`config.mk`:
```
export PLATFORM = sky130hd
export DESIGN_NAME = bc_control_unit
export DESIGN_NICKNAME = d
export VERILOG_FILES = /design/src/rtl/bc_pkg.sv /design/src/rtl/bc_control_unit_seq_counter.sv /design/src/rtl/bc_control_unit.sv
export SDC_FILE = /design/constraint.sdc
export NUM_CORES = 1
export LEC_CHECK = 0
export ABC_CLOCK_PERIOD_IN_PS = 1900
export CAP_MARGIN = 20
export CORE_ASPECT_RATIO = 1.5
export CORE_MARGIN = 2
export CORE_UTILIZATION = 28
export CTS_BUF_LIST = sky130_fd_sc_hd__clkbuf_4
export DETAILED_ROUTE_END_ITERATION = 10
export PLACE_DENSITY = 0.77
export SYNTH_ARGS = -nofsm -noshare
export SYNTH_HDL_FRONTEND = slang
export SYNTH_SLANG_ARGS = --single-unit
```
`constraint.sdc`:
```
create_clock -name clk -period 1.9 [get_ports clk]
set_input_delay 0.38 -clock clk [delete_from_list [all_inputs] [get_ports clk]]
set_output_delay 0.38 -clock clk [all_outputs]
set_load 0.02 [all_outputs]
```
`src/rtl/bc_pkg.sv`:
```
// Shared definitions for the basic-computer control unit and its datapath.
// Holds bus source codes, control-vector bit positions, ALU operation codes
// (shared with the ALU) and the memory-reference opcode values.
package bc_pkg;

  // Bus source select codes
  localparam logic [2:0] SEL_AR  = 3'd0;
  localparam logic [2:0] SEL_PC  = 3'd1;
  localparam logic [2:0] SEL_DR  = 3'd2;
  localparam logic [2:0] SEL_AC  = 3'd3;
  localparam logic [2:0] SEL_IR  = 3'd4;
  localparam logic [2:0] SEL_TR  = 3'd5;
  localparam logic [2:0] SEL_MEM = 3'd6;
  localparam logic [2:0] SEL_WRD = 3'd7;

  // Control vector bit positions
  localparam int LD_AR     = 0;
  localparam int INR_AR    = 1;
  localparam int CLR_AR    = 2;
  localparam int LD_PC     = 3;
  localparam int INR_PC    = 4;
  localparam int CLR_PC    = 5;
  localparam int LD_DR     = 6;
  localparam int INR_DR    = 7;
  localparam int CLR_DR    = 8;
  localparam int LD_AC     = 9;
  localparam int INR_AC    = 10;
  localparam int CLR_AC    = 11;
  localparam int LD_IR     = 12;
  localparam int LD_TR     = 13;
  localparam int INR_TR    = 14;
  localparam int CLR_TR    = 15;
  localparam int MEM_WE    = 16;
  localparam int LD_E      = 17;
  localparam int CMP_E     = 18;
  localparam int CLR_E     = 19;
  localparam int OPSEL_LSB = 20;

  // ALU operation codes
  localparam logic [2:0] OP_AND  = 3'd0;
  localparam logic [2:0] OP_ADD  = 3'd1;
  localparam logic [2:0] OP_PASS = 3'd2;
  localparam logic [2:0] OP_CMA  = 3'd3;
  localparam logic [2:0] OP_SHR  = 3'd4;
  localparam logic [2:0] OP_SHL  = 3'd5;

  // Instruction opcodes (IR[14:12])
  typedef enum logic [2:0] {
    OPC_AND = 3'd0,
    OPC_ADD = 3'd1,
    OPC_LDA = 3'd2,
    OPC_STA = 3'd3,
    OPC_BUN = 3'd4,
    OPC_BSA = 3'd5,
    OPC_ISZ = 3'd6,
    OPC_D7  = 3'd7
  } opcode_e;

endpackage

```
`src/rtl/bc_control_unit_seq_counter.sv`:
```
// Sequence counter holding the timing state T0..T6.
// Ports:
//   clk    rising-edge clock
//   clr_i  synchronous clear to 0 (wins over inc_i)
//   inc_i  increment
//   sc_o   current count
module seq_counter (
  input  logic       clk,
  input  logic       clr_i,
  input  logic       inc_i,
  output logic [2:0] sc_o
);

  logic [2:0] sc_q;
  logic [2:0] sc_d;

  always_comb begin
    sc_d = sc_q;
    if (clr_i)      sc_d = 3'd0;
    else if (inc_i) sc_d = sc_q + 3'd1;
  end

  always_ff @(posedge clk) begin
    sc_q <= sc_d;
  end

  assign sc_o = sc_q;

endmodule

```
`src/rtl/bc_control_unit.sv`:
```
// Hardwired sequencer for the basic computer: timing counter plus instruction
// decode. Produces the bus source select and control vector for the datapath.
// Ports:
//   clk         rising-edge clock
//   RST         synchronous active-high reset
//   IR_IN       instruction register ([15]=I, [14:12]=opcode, [11:0]=addr/reg bits)
//   AC_IN       accumulator (skip tests)
//   DR_IN       data register (ISZ zero test)
//   E_IN        E flip-flop (SZE)
//   BUS_SEL     bus source select
//   CTRL_SGNLS  control vector; [22:20] carries the ALU operation
//   SC_OUT      current timing state
//   HALT        set by HLT, cleared by RST
module bc_control_unit
  import bc_pkg::*;
#(
  parameter int WIDTH  = 16,
  parameter int CTRL_W = 23
) (
  input  logic              clk,
  input  logic              RST,
  input  logic [WIDTH-1:0]  IR_IN,
  input  logic [WIDTH-1:0]  AC_IN,
  input  logic [WIDTH-1:0]  DR_IN,
  input  logic              E_IN,
  output logic [2:0]        BUS_SEL,
  output logic [CTRL_W-1:0] CTRL_SGNLS,
  output logic [2:0]        SC_OUT,
  output logic              HALT
);

  logic [2:0]        sc;
  logic              sc_clr;
  logic              halt_q;
  logic              halt_d;
  logic [CTRL_W-1:0] ctrl;
  logic [2:0]        bus_sel;
  logic [2:0]        opsel;

  logic    ind;
  opcode_e opc;
  logic    d7;

  assign ind = IR_IN[15];
  assign opc = opcode_e'(IR_IN[14:12]);
  assign d7  = (opc == OPC_D7);

  seq_counter u_sc (
    .clk   (clk),
    .clr_i (sc_clr),
    .inc_i (~sc_clr),
    .sc_o  (sc)
  );

  always_comb begin
    ctrl    = '0;
    bus_sel = SEL_AR;
    opsel   = OP_PASS;
    sc_clr  = 1'b0;
    halt_d  = halt_q;
    if (RST) begin
      ctrl[CLR_AR] = 1'b1;
      ctrl[CLR_PC] = 1'b1;
      ctrl[CLR_DR] = 1'b1;
      ctrl[CLR_AC] = 1'b1;
      ctrl[CLR_TR] = 1'b1;
      ctrl[CLR_E]  = 1'b1;
      opsel        = 3'd0;
      sc_clr       = 1'b1;
      halt_d       = 1'b0;
    end else if (halt_q) begin
      sc_clr = 1'b1;
    end else begin
      case (sc)
        3'd0: begin
          bus_sel      = SEL_PC;
          ctrl[LD_AR]  = 1'b1;
        end
        3'd1: begin
          bus_sel      = SEL_MEM;
          ctrl[LD_IR]  = 1'b1;
          ctrl[INR_PC] = 1'b1;
        end
        3'd2: begin
          bus_sel      = SEL_IR;
          ctrl[LD_AR]  = 1'b1;
        end
        3'd3: begin
          if (d7) begin
            sc_clr = 1'b1;
            // Register-reference: only the highest set bit acts; I=1 here is a NOP.
            if (!ind) begin
              if (IR_IN[11])      ctrl[CLR_AC] = 1'b1;
              else if (IR_IN[10]) ctrl[CLR_E]  = 1'b1;
              else if (IR_IN[9]) begin
                ctrl[LD_AC] = 1'b1;
                opsel       = OP_CMA;
              end
              else if (IR_IN[8])  ctrl[CMP_E]  = 1'b1;
              else if (IR_IN[7]) begin
                ctrl[LD_AC] = 1'b1;
                ctrl[LD_E]  = 1'b1;
                opsel       = OP_SHR;
              end
              else if (IR_IN[6]) begin
                ctrl[LD_AC] = 1'b1;
                ctrl[LD_E]  = 1'b1;
                opsel       = OP_SHL;
              end
              else if (IR_IN[5])  ctrl[INR_AC] = 1'b1;
              else if (IR_IN[4])  ctrl[INR_PC] = ~AC_IN[WIDTH-1];
              else if (IR_IN[3])  ctrl[INR_PC] = AC_IN[WIDTH-1];
              else if (IR_IN[2])  ctrl[INR_PC] = (AC_IN == '0);
              else if (IR_IN[1])  ctrl[INR_PC] = ~E_IN;
              else if (IR_IN[0])  halt_d       = 1'b1;
            end
          end else if (ind) begin
            bus_sel     = SEL_MEM;
            ctrl[LD_AR] = 1'b1;
          end
        end
        3'd4: begin
          case (opc)
            OPC_AND, OPC_ADD, OPC_LDA, OPC_ISZ: begin
              bus_sel     = SEL_MEM;
              ctrl[LD_DR] = 1'b1;
            end
            OPC_STA: begin
              bus_sel      = SEL_AC;
              ctrl[MEM_WE] = 1'b1;
              sc_clr       = 1'b1;
            end
            OPC_BUN: begin
              bus_sel     = SEL_AR;
              ctrl[LD_PC] = 1'b1;
              sc_clr      = 1'b1;
            end
            OPC_BSA: begin
              bus_sel      = SEL_PC;
              ctrl[MEM_WE] = 1'b1;
              ctrl[INR_AR] = 1'b1;
            end
            default: sc_clr = 1'b1;
          endcase
        end
        3'd5: begin
          case (opc)
            OPC_AND: begin
              ctrl[LD_AC] = 1'b1;
              opsel       = OP_AND;
              sc_clr      = 1'b1;
            end
            OPC_ADD: begin
              // Carry-out of the add lands in E.
              ctrl[LD_AC] = 1'b1;
              ctrl[LD_E]  = 1'b1;
              opsel       = OP_ADD;
              sc_clr      = 1'b1;
            end
            OPC_LDA: begin
              ctrl[LD_AC] = 1'b1;
              opsel       = OP_PASS;
              sc_clr      = 1'b1;
            end
            OPC_BSA: begin
              bus_sel     = SEL_AR;
              ctrl[LD_PC] = 1'b1;
              sc_clr      = 1'b1;
            end
            OPC_ISZ: ctrl[INR_DR] = 1'b1;
            default: sc_clr = 1'b1;
          endcase
        end
        default: begin
          // T6 only follows ISZ; DR_IN already holds the incremented word here.
          sc_clr = 1'b1;
          if (opc == OPC_ISZ) begin
            bus_sel      = SEL_DR;
            ctrl[MEM_WE] = 1'b1;
            ctrl[INR_PC] = (DR_IN == '0);
          end
        end
      endcase
    end
    ctrl[OPSEL_LSB +: 3] = opsel;
  end

  always_ff @(posedge clk) begin
    halt_q <= halt_d;
  end

  assign BUS_SEL    = bus_sel;
  assign CTRL_SGNLS = ctrl;
  assign SC_OUT     = sc;
  assign HALT       = halt_q;

endmodule

```
## Yosys cells after proc, flatten, opt, wreduce, memory -nomap -nowiden

Index checks and enable logic that the tools add are counted.

- Flip-flop bits (word level): 4
- Input bits: 51
- Output and inout port bits: 30
- Word-level logic and storage cells: 140

- Add/subtract/negate cells: 1
- Equal/unequal tests: 12
- Multiplexer cells: 111
- Bitwise operators: 2
- Reduce and logical (&&, ||, !) cells: 12

Operators with widths:

| kind | number |
|---|---|
| 1-bit 2-to-1 mux | 63 |
| 3-bit 2-to-1 mux | 20 |
| 16-bit logical NOT | 2 |
| 2-bit 2-to-1 mux | 15 |
| 3-bit == test (second input constant) | 6 |
| 3-bit case mux with 6 select lines | 1 |
| 3-bit by 2-bit == test with 1-bit output (second input constant) | 4 |
| 1-bit case mux with 2 select lines | 5 |
| 5-bit OR reduction | 2 |
| 3-bit case mux with 3 select lines | 1 |
| 4-bit 2-to-1 mux | 2 |
| 4-bit OR reduction | 2 |
| 3-bit by 1-bit == test with 1-bit output (second input constant) | 2 |
| 3-bit logical NOT | 2 |
| 3-bit case mux with 2 select lines | 1 |
| 3-bit OR reduction | 2 |
| 1-bit case mux with 4 select lines | 1 |
| 2-bit case mux with 2 select lines | 1 |
| 2-bit OR reduction | 2 |
| 3-bit by 1-bit adder with 3-bit output (second input constant) | 1 |
| 1-bit case mux with 3 select lines | 1 |
| 1-bit inverter | 2 |

## Depth between registers and ports, before layout

- Depth after elaboration: 17
- Depth in mapped cells: 7
- Mapped depth without buffers: 6

## Cells and area by module

Synthesis repeated with hierarchy kept, for this count alone.

- Cells, all modules: 129
- Area, all modules: 898.4 um2

By module, submodules not included:

| module | instances | cells an instance | area an instance (um2) |
|---|---|---|---|
| bc_control_unit | 1 | 118 | 777.0 |
| seq_counter | 1 | 11 | 121.4 |

## Worst setup path after synthesis

No wires, ideal clock.

- Path type: reg2out
- Start point: register u_sc.sc_q[1] (netlist: u_sc.sc_o[1])
- End point: output port CTRL_SGNLS[4]
- Arrival: 2.010 ns
- Data required time: 1.520 ns
- Path slack: -0.490 ns
- Stages on the path, launching flop included: 7
- Buffers on the path: 0
- Path through: dfxtp_1 > ha_1 > ha_1 > nand4b_1 > and4bb_1 > a21oi_1 > a211oi_1

- Longest elaborated chain between the ends: 5
- Elaborated cells on any way between the ends: 10

Ends and longest elaborated chain:

| element | line | RTL |
|---|---|---|
| from (decl) | bc_control_unit_seq_counter.sv:14 | `logic [2:0] sc_q;` |
| from (signal assigned) | bc_control_unit_seq_counter.sv:24 | `sc_q <= sc_d;` |
| 3-bit == test, or another cell as far along | bc_control_unit.sv:74 | `case (sc)` |
| 4-bit OR reduction (no source line) | n/a |  |
| 1-bit case mux with 3 select lines (*) | bc_control_unit.sv:74 |  |
| 2-bit 2-to-1 mux (*) | bc_control_unit.sv:71 | `end else if (halt_q) begin` |
| 2-bit 2-to-1 mux (*) | bc_control_unit.sv:61 | `if (RST) begin` |
| to (decl) | bc_control_unit.sv:27 | `output logic [CTRL_W-1:0] CTRL_SGNLS,` |

Every way passes the cells marked *; elsewhere a longest branch is shown, timed or not.

## Worst setup path after layout

Same ends and word-level chain as after synthesis.

==> flow_metrics.py <==
metrics = {
    "worst_setup_path": {
        "startpoint_type": "register",
        "r2r_slack_ns": 0.12,
        "cp_num_buf_inv": 1,
        "arrival_ns": 1.86,
        "crit_type": "register to primary output",
        "crit_family": "simple AND/OR/NAND/NOR gates",
        "cp.required_ns": 1.52,
        "path_cells": "ha_4, ha_4, nand4b_1, and4bb_2, a21oi_2, a211oi_4, buf_6",
        "crit_path_frequent_cell": "ha_4",
        "r2r-end": "u_sc.sc_o[1]",
        "end_kind": "primary output",
        "ff2ff_path_depth": 9,
        "path_max_fanout": 3,
        "slowest_delay_ns": 0.39,
        "worst_path_max_delay_cell": "and4bb_2",
        "reg2reg_from": "u_sc.sc_o[1]",
        "worst-path-stages": 7,
    },
    "drt": {
        "post-route-drc-count": 0,
        "via_per_inst": 5.29,
        "num_vias": 1471,
        "dr.pass1.iters": 4,
        "drt_wl_total_microns": 5290,
        "wire_per_inst_microns": 19.0,
        "drt_iter0_drc": 40,
        "ant_nets": 0,
    },
    "synthesis": {
        "synth_async_sr_flop_share": 0,
        "yosys_warnings": 0,
        "synth_flop_cell": "dfxtp_1",
        "avgSynthCellArea_sq_um": 7.06,
        "yosysUniqueCellTypes": 45,
        "yosysTopAreaCell": "ha_1",
        "ys_ff_latch": 4,
        "ys_seq_area_frac": 0.0937,
        "synth-edff-count": 0,
        "synthesis.area_sq_um": 855,
        "netlist_instances": 121,
        "synth_area_leaders": "ha_1 13%, dfxtp_1 9.4%, nor4_1 5.9%, nand2_1 5.7%, nor2_1 5.7%",
        "synth_top_area_share": 0.132,
    },
    "layout": {
        "antennaDiodeCount": 0,
        "final_cell_mix": "45 x buf_4, 40 x clkdlybuf4s50_1, 16 x buf_6, 8 x nand2_1, 8 x buf_2",
        "instances_no_fill": 278,
        "nNetsFinal": 300,
        "final_common_cell": "buf_4",
        "drive_gt1_frac": 0.594,
        "fill_cells": 154,
        "final_area_sq_um": 2400,
        "area_delta_synth_final_pct": 181,
    },
    "clocking": {
        "cts_tree": "done",
        "insertion_delay_ns": 0.25,
        "postCtsHoldBufs": 0,
        "cts.clk_slew.worst_paths_ns": 0.05,
        "cts.sinks": 4,
        "clock_path_buffers": 2,
        "htreeDepth": 1,
        "cts_root_buffer": "clkbuf_4",
        "cts_buffers": 3,
    },
    "place": {
        "place.gp.congestion": 0.811,
        "dp_hpwl_microns": 3450,
        "dp.cells": 266,
        "placed_area_sq_um": 1970,
        "io_buffers": 78,
    },
    "power": {
        "total_power_uw": 914,
        "peakVddDrop_v": 0.000452,
        "p_leak_nw": 0.961,
        "p_per_area_nw_per_um2": 381,
    },
    "timing": {
        "timing.final.crit_share": 1.18,
        "fin_skew_ns": 0.00725,
        "layout_min_cycle_time_ns": 2.24,
        "hold_ws_ns": 0.575,
        "rsz0062_at_grt": "yes",
        "hold_viol": 0,
        "fmax_mhz": 447,
        "maxSlewViolCount": 0,
        "worst_slack_ns": -0.339,
        "setup_viol": 17,
    },
    "die": {
        "rows": 24,
        "die_h_microns": 71.7,
        "dieArea_sq_um": 3520,
        "pin_count": 81,
        "fp.dieW_microns": 49.1,
        "start_util": 0.293,
        "fp.coreArea_sq_um": 2910,
    },
    "global_route": {
        "track_usage": 0.254,
        "antenna_found_initial": 0,
        "first_global_vias": 1543,
        "grt_max_degree": 11,
        "overflow": 0,
        "grt_pass1_wl_microns": 6960,
    },
    "run": {
        "cap_viol_max_count": 0,
    },
    "outcome": {
        "violations": "negative setup slack",
        "outcome": "finished with violations",
    },
    "worst_hold_path": {
        "min_to": "u_sc.sc_o[2]",
        "hp-class": "register to register",
        "hold-path-cell-count": 3,
        "holdCritStartpoint": "u_sc.sc_o[2]",
    },
}
layout make-up:
type,count,area [sq um],area share
clock buffers,4,30.0,0.0125
inverters,10,45.0,0.0188
multi-input cells,100,1090,0.456
flip-flops and latches,4,91.3,0.0381
well taps,39,48.8,0.0204
repair buffers,121,1090,0.455
tightest hold or removal path, cell delays in order (launching register included):
cell and delay (ns):
dfxtp_4 0.35, inv_6 0.05, ha_4 0.11, nor2_1 0.03
report_power, final:
| part | switching, mW | total, mW | internal [mW] |
|---|---|---|---|
| Combinational | 0.318 | 0.664 | 0.346 |
| Clock | 0.0498 | 0.144 | 0.0940 |
| Sequential | 0.0114 | 0.107 | 0.0953 |
cells in the mapped netlist (all sizes together) (2+ instances only):
library cell / instances
a2111oi: 2
a211oi: 2
a21oi: 4
a31oi: 2
buf: 8
dfxtp: 4
ha: 9
inv: 10
nand2: 14
nand2b: 2
nand3: 3
nand4: 2
nor2: 14
nor3: 5
nor3b: 2
nor4: 9
o21ai: 4
o31ai: 4
or4b: 2
per-stage QoR:
step,setup TNS (ns),worst slack [ns],utilization
after floorplan,-0.0110,-0.00660,-
after global placement,-16.42,-1.00,0.675
after detailed placement,-18.10,-1.07,0.675
after CTS,-1.95,-0.293,0.735
after global routing,-3.95,-0.407,0.823
final,-2.69,-0.339,0.823
repair_timing:
item,4_1_cts,5_1_grt
gates resized for setup,193,53
setup buffers,2,7
endpoints found under the setup margin,27,20
pin swaps,32,24
gates cloned,0,0
logic make-up (layout without fill, tap and decap cells):
| kind of cell | count (synthesis) | in the layout | synth area share |
|---|---|---|---|
| other | 1 | 2 | 0.00439 |
| multiplexers | 1 | 1 | 0.0117 |
| buffers and inverters | 18 | 135 | 0.108 |
| adder cells (fa/ha/maj) | 9 | 9 | 0.132 |
| flip-flops | 4 | 4 | 0.0937 |
| AO/OA/AOI/OAI | 27 | 27 | 0.224 |
| AND/OR/NAND/NOR | 61 | 61 | 0.426 |
how the worst max path moves through the flow:
stage	from	end	slack [ns]
floorplan	u_sc.sc_o[1]	CTRL_SGNLS[17]	-0.007
global placement	IR_IN[13]	CTRL_SGNLS[4]	-1.00
detailed placement	IR_IN[13]	CTRL_SGNLS[4]	-1.07
CTS	u_sc.sc_o[1]	CTRL_SGNLS[4]	-0.29
global route	u_sc.sc_o[1]	CTRL_SGNLS[20]	-0.41
finish	u_sc.sc_o[1]	CTRL_SGNLS[4]	-0.34
per-layer routing:
metal	track usage	vias up	wire [microns]
met4	0.187	0	148
met5	0	-	0
met1	0.239	711	1820
met3	0.0313	12	221
li1	-	688	-
met2	0.488	60	3100
state kept, by name, indices dropped and copies added (netlist names):
register   count
HALT           1
u_sc.sc_o      3
Power figures use the tool's default switching activity.
